[config.mk]
export PLATFORM = sky130hd
export DESIGN_NAME = tref_leak_scheduler
export DESIGN_NICKNAME = d
export VERILOG_FILES = /design/src/rtl/tref_leak_scheduler.sv
export SDC_FILE = /design/constraint.sdc
export NUM_CORES = 1
export LEC_CHECK = 0
export ABC_CLOCK_PERIOD_IN_PS = 2400
export BUFFER_PORTS_ARGS = -buffer_cell sky130_fd_sc_hd__clkbuf_2
export CAP_MARGIN = 40
export CORE_MARGIN = 8
export CORE_UTILIZATION = 53
export DETAILED_ROUTE_END_ITERATION = 12
export HOLD_SLACK_MARGIN = 0.02
export MAX_ROUTING_LAYER = met4
export PLACE_DENSITY = 0.78
export SETUP_SLACK_MARGIN = 0.5
export SLEW_MARGIN = 25
export SYNTH_ARGS = -nofsm -noshare
export SYNTH_HDL_FRONTEND = slang
export SYNTH_SLANG_ARGS = --single-unit
[constraint.sdc]
create_clock -name CLK -period 2.4 [get_ports CLK]
set_clock_uncertainty 0.2 [all_clocks]
set_input_delay 0.48 -clock CLK [delete_from_list [all_inputs] [get_ports CLK]]
set_output_delay 0.48 -clock CLK [all_outputs]
set_load 0.02 [all_outputs]
[src/rtl/tref_leak_scheduler.sv]
// Leak-tick scheduler: acknowledges a pending Tref flag, then issues one leak
// request per neuron address over valid/ready, yielding new requests to spike traffic.
module tref_leak_scheduler #(
  parameter int N_NEURON = 256,
  parameter int ADDR_W   = 8,
  parameter int OVR_W    = 8,
  parameter int TICK_W   = 16
) (
  input  logic              CLK,
  input  logic              RST,
  input  logic              Tref_Event_In,
  output logic              Receive_Tref,
  input  logic              Spike_Busy,
  output logic              Leak_Valid,
  input  logic              Leak_Ready,
  output logic [ADDR_W-1:0] Leak_Addr,
  output logic              Leak_Last,
  output logic              Scan_Active,
  output logic [OVR_W-1:0]  Overrun_Cnt,
  output logic [TICK_W-1:0] Tick_Cnt
);

  typedef enum logic [1:0] {
    ST_IDLE = 2'd0,
    ST_ACK  = 2'd1,
    ST_SCAN = 2'd2,
    ST_DONE = 2'd3
  } state_t;

  localparam logic [ADDR_W-1:0] LAST_ADDR = ADDR_W'(N_NEURON - 1);
  localparam logic [OVR_W-1:0]  OVR_MAX   = {OVR_W{1'b1}};

  state_t              r_state;
  state_t              w_next_state;
  logic                r_ack;
  logic                r_valid;
  logic [ADDR_W-1:0]   r_addr;
  logic                r_last;
  logic                r_active;
  logic [OVR_W-1:0]    r_ovr;
  logic [TICK_W-1:0]   r_tick;
  logic                r_ovr_prev;

  logic                w_ack_nxt;
  logic                w_valid_nxt;
  logic [ADDR_W-1:0]   w_addr_nxt;
  logic                w_last_nxt;
  logic                w_active_nxt;
  logic [OVR_W-1:0]    w_ovr_nxt;
  logic [TICK_W-1:0]   w_tick_nxt;
  logic                w_ovr_cond;
  logic                w_xfer;
  logic                w_at_last;

  assign w_xfer     = (r_state == ST_SCAN) && r_valid && Leak_Ready;
  assign w_at_last  = (r_addr == LAST_ADDR);
  // A tick still pending while scanning counts once per rising edge of this condition
  assign w_ovr_cond = ((r_state == ST_SCAN) || (r_state == ST_DONE)) && Tref_Event_In;

  always_ff @(posedge CLK or posedge RST) begin
    if (RST) begin
      r_state    <= ST_IDLE;
      r_ack      <= 1'b0;
      r_valid    <= 1'b0;
      r_addr     <= {ADDR_W{1'b0}};
      r_last     <= 1'b0;
      r_active   <= 1'b0;
      r_ovr      <= {OVR_W{1'b0}};
      r_tick     <= {TICK_W{1'b0}};
      r_ovr_prev <= 1'b0;
    end else begin
      r_state    <= w_next_state;
      r_ack      <= w_ack_nxt;
      r_valid    <= w_valid_nxt;
      r_addr     <= w_addr_nxt;
      r_last     <= w_last_nxt;
      r_active   <= w_active_nxt;
      r_ovr      <= w_ovr_nxt;
      r_tick     <= w_tick_nxt;
      r_ovr_prev <= w_ovr_cond;
    end
  end

  always_comb begin
    w_next_state = r_state;
    case (r_state)
      ST_IDLE: begin
        if (Tref_Event_In) w_next_state = ST_ACK;
        else               w_next_state = ST_IDLE;
      end
      ST_ACK:  w_next_state = ST_SCAN;
      ST_SCAN: begin
        if (w_xfer && w_at_last) w_next_state = ST_DONE;
        else                     w_next_state = ST_SCAN;
      end
      ST_DONE: w_next_state = ST_IDLE;
      default: w_next_state = ST_IDLE;
    endcase
  end

  always_comb begin
    w_ack_nxt   = 1'b0;
    w_valid_nxt = r_valid;
    w_addr_nxt  = r_addr;
    w_tick_nxt  = r_tick;
    case (r_state)
      ST_IDLE: begin
        w_ack_nxt   = Tref_Event_In;
        w_valid_nxt = 1'b0;
      end
      ST_ACK: begin
        w_addr_nxt  = {ADDR_W{1'b0}};
        w_valid_nxt = ~Spike_Busy;
      end
      ST_SCAN: begin
        // Once raised, a request is held until accepted regardless of Spike_Busy
        if (r_valid) begin
          if (Leak_Ready) begin
            if (w_at_last) begin
              w_valid_nxt = 1'b0;
            end else begin
              w_addr_nxt  = r_addr + ADDR_W'(1);
              w_valid_nxt = ~Spike_Busy;
            end
          end else begin
            w_valid_nxt = 1'b1;
          end
        end else begin
          w_valid_nxt = ~Spike_Busy;
        end
      end
      ST_DONE: begin
        w_valid_nxt = 1'b0;
        w_tick_nxt  = r_tick + TICK_W'(1);
      end
      default: begin
        w_valid_nxt = 1'b0;
      end
    endcase

    w_last_nxt   = w_valid_nxt && (w_addr_nxt == LAST_ADDR);
    w_active_nxt = (w_next_state != ST_IDLE);

    if (w_ovr_cond && !r_ovr_prev && (r_ovr != OVR_MAX)) begin
      w_ovr_nxt = r_ovr + OVR_W'(1);
    end else begin
      w_ovr_nxt = r_ovr;
    end
  end

  assign Receive_Tref = r_ack;
  assign Leak_Valid   = r_valid;
  assign Leak_Addr    = r_addr;
  assign Leak_Last    = r_last;
  assign Scan_Active  = r_active;
  assign Overrun_Cnt  = r_ovr;
  assign Tick_Cnt     = r_tick;

endmodule

==> results.ini <==
[synthesis]
synth_edf_count = 0
async_flop_share = 1.000
synth_xor_area_frac = 0.1181
ys_warn_count = 0
synth_compound_area_frac = 0.06613
muxShareOfSynthArea = 0.01754
seq_area_frac_synth = 0.5263
yosysUniqueCellTypes = 36
synth_largest_area_cell = dfrtp_1
synth_fa_ha_area_frac = 0.05398
synth_top_family_by_area = simple AND/OR/NAND/NOR gates
synth_ff_type = dfrtp_1
synthSimpleGateAreaFrac = 0.1957
syn_inst = 165
synthesis.nets = 178
synth_area_mm2 = 0.001854
synth-seq-cells = 39
yosys.area.top_type_share = 0.5263
syn_avg_cell_area_um2 = 11.24
synthTopCellsByArea = dfrtp_1, xnor2_1, ha_1, xor2_1, nand3_1

[grt]
grt_use_met1 = 0.1895
grtUsageMet3 = 0.04927
grt_overflow_total = 0
grt_pass1_wl_um = 7141
grt_max_degree = 23
grt_usage = 0.1719
busiest_layer = met2
use_met2 = 0.2879
grt_pass1_vias = 1515
antenna_found_initial = 0

[routing]
drc = 0
firstDrtPassIters = 4
wirelength_um = 4303
vias = 1470
dr.first_iter.drc_count = 60
ant_nets = 0
via_per_inst = 5.444
wl_per_cell_um = 15.94

[sta]
maxSlewHeadroom = 0.6997
finalCritPeriodShare = 0.8473
slew_violations = 0
tightestPinTransition_ns = 0.4457
setup_viol = 0
hold_violations = 0
finalCriticalPeriod_ns = 2.034
timing.fmax_mhz = 491.7
final_critical_path_setup_slack_ns = 0.3664
whs_ns = 0.2022
rsz0062_at_grt = true
finalSetupTns_ns = 0

[place]
pre_cts_slack_ns = 0.2365
gp_congestion = 0.8606
dp_cells = 252
port_buffers = 40
dpl.hpwl_um = 3189

[setup_path]
start_kind = flop
r2r-end = Leak_Last$_DFF_PP0_
cpMostUsedCell = nor4b_2
path_buf_inv = 1
path_class = flop to flop
crit_path_end = Leak_Last$_DFF_PP0_
worstPathMaxFanout = 8
path_delay_family = simple AND/OR/NAND/NOR gates
critPathArrivalTime_ns = 2.10
rrSetupSlack_ns = 0.37
cp_slowest_cell = dfrtp_1
worstRegToRegCells = 7
required_ns = 2.46
worstPathCellList = inv_2, ha_4, and3_4, and4b_2, nor4b_2, nand4b_1, nor4b_2
worstSetupEndpointType = flop
r2r-start = r_state[0]$_DFF_PP0_
critPathLaunch = r_state[0]$_DFF_PP0_
crit_cells = 7
slowest_delay_ns = 0.42

[clock_tree]
cts.clk_slew.worst_paths_ns = 0.11
insertion_delay_ns = 0.34
cts_htree_levels = 2
root_buffer = clkbuf_4
cts_buffer_depth = 2
cts_tree = done
numCtsBuffers = 5
clock-sinks = 39

[floorplanning]
fp-row-count = 21
io_pins = 41
die_w_um = 75.15
die_area_mm2 = 0.005648
start_util = 0.5557
core_area_mm2 = 0.003337
die-height_um = 75.15

[cells_and_area]
area_delta_synth_final_pct = 25.71
fin_nets = 236
final_common_cell = clkbuf_2
finalNonFillerCells = 270
final_cell_mix = clkbuf_2, dfrtp_1, xnor2_1, nand2_1
drive_gt1_frac = 0.3661
diodes = 0

[pwr]
cellLeakagePower_nw = 1.136
vdd.ir_drop.worst_uv = 600.3
powerDensity_mw_per_mm2 = 920.2

[run]
cap_violations = 0

[status]
outcome = finished, final reports clean

[min_path]
min_path_type = primary input to flop

## metrics by stage
stage	total power, W	util	cell area, um2
finish	0.002145	0.6985	2331
global route	0.002296	0.6985	2331
CTS	0.002106	0.6779	2262
detailed placement	0.001693	0.6400	2136
global placement	0.001636	0.6400	2136
floorplan	0.001431	-	1874
## final cells by class
class,count,area [um2]
Sequential cell,39,978.4
Tap cell,46,57.56
Timing Repair Buffer,52,292.8
Clock buffer,8,68.82
Fill cell,274,1006
Inverter,8,30.03
Multi-Input combinational cell,117,903.4
## sequential cells by signal, indices dropped and copies added (netlist names)
signal / count
Receive_Tref: 1
r_state: 2
Overrun_Cnt: 8
Tick_Cnt: 16
Leak_Addr: 8
Leak_Last: 1
Leak_Valid: 1
r_ovr_prev: 1
Scan_Active: 1
## per-layer routing
layer / up-vias / share of wire
li1: 698 / -
met1: 724 / 0.42
met2: 40 / 0.51
met3: 8 / 0.059
met4: 0 / 0.017
met5: - / 0
## cells by family after synthesis
family | Yosys count
and+or+nand+nor | 64
DFF | 39
xor gates and xnor gates | 25
AOI/OAI and AO/OA | 17
buffers and inverters | 9
adders and majority gates | 8
muxes | 3
## synthesized netlist by cell type, drive strengths merged, types with 4 or more instances
cell	instances
and3	9
nand2	12
dfrtp	39
a21oi	4
nand3	11
nor2	10
xnor2	15
nand4	8
inv	8
xor2	10
ha	8
## worst register-to-register path, cell delays in order, from the launching register on
cell	delay, ns
dfrtp_1	0.42
inv_2	0.10
ha_4	0.21
and3_4	0.18
and4b_2	0.24
nor4b_2	0.25
nand4b_1	0.14
nor4b_2	0.21
## worst min path at each step
stage | from | depth (start not counted) | endpoint
6_report | Tref_Event_In | 2 | Receive_Tref$_DFF_PP0_
5_1_grt | Tref_Event_In | 2 | r_ovr_prev$_DFF_PP0_
4_1_cts | Tref_Event_In | 2 | r_ovr_prev$_DFF_PP0_
3_5_place_dp | Overrun_Cnt[7]$_DFFE_PP0P_ | 1 | Overrun_Cnt[7]$_DFFE_PP0P_
3_3_place_gp | Tick_Cnt[15]$_DFFE_PP0P_ | 1 | Tick_Cnt[15]$_DFFE_PP0P_
2_1_floorplan | Tick_Cnt[15]$_DFFE_PP0P_ | 1 | Tick_Cnt[15]$_DFFE_PP0P_
## where the power goes
| group | internal (W) | total, W | switching, W |
|---|---|---|---|
| clock | 0.000172 | 0.000372 | 0.000200 |
| combinational | 0.000334 | 0.000819 | 0.000485 |
| sequential | 0.000793 | 0.000954 | 0.000161 |
## what timing repair did
action                                  CTS  global route
resized for setup                         3            10
buffers inserted                          5             4
pin swaps                                 2             4
endpoints found under the hold margin    39             0
endpoints found under the setup margin   11            17
hold buffers                              1             0
(Power assumes the default switching activity.)
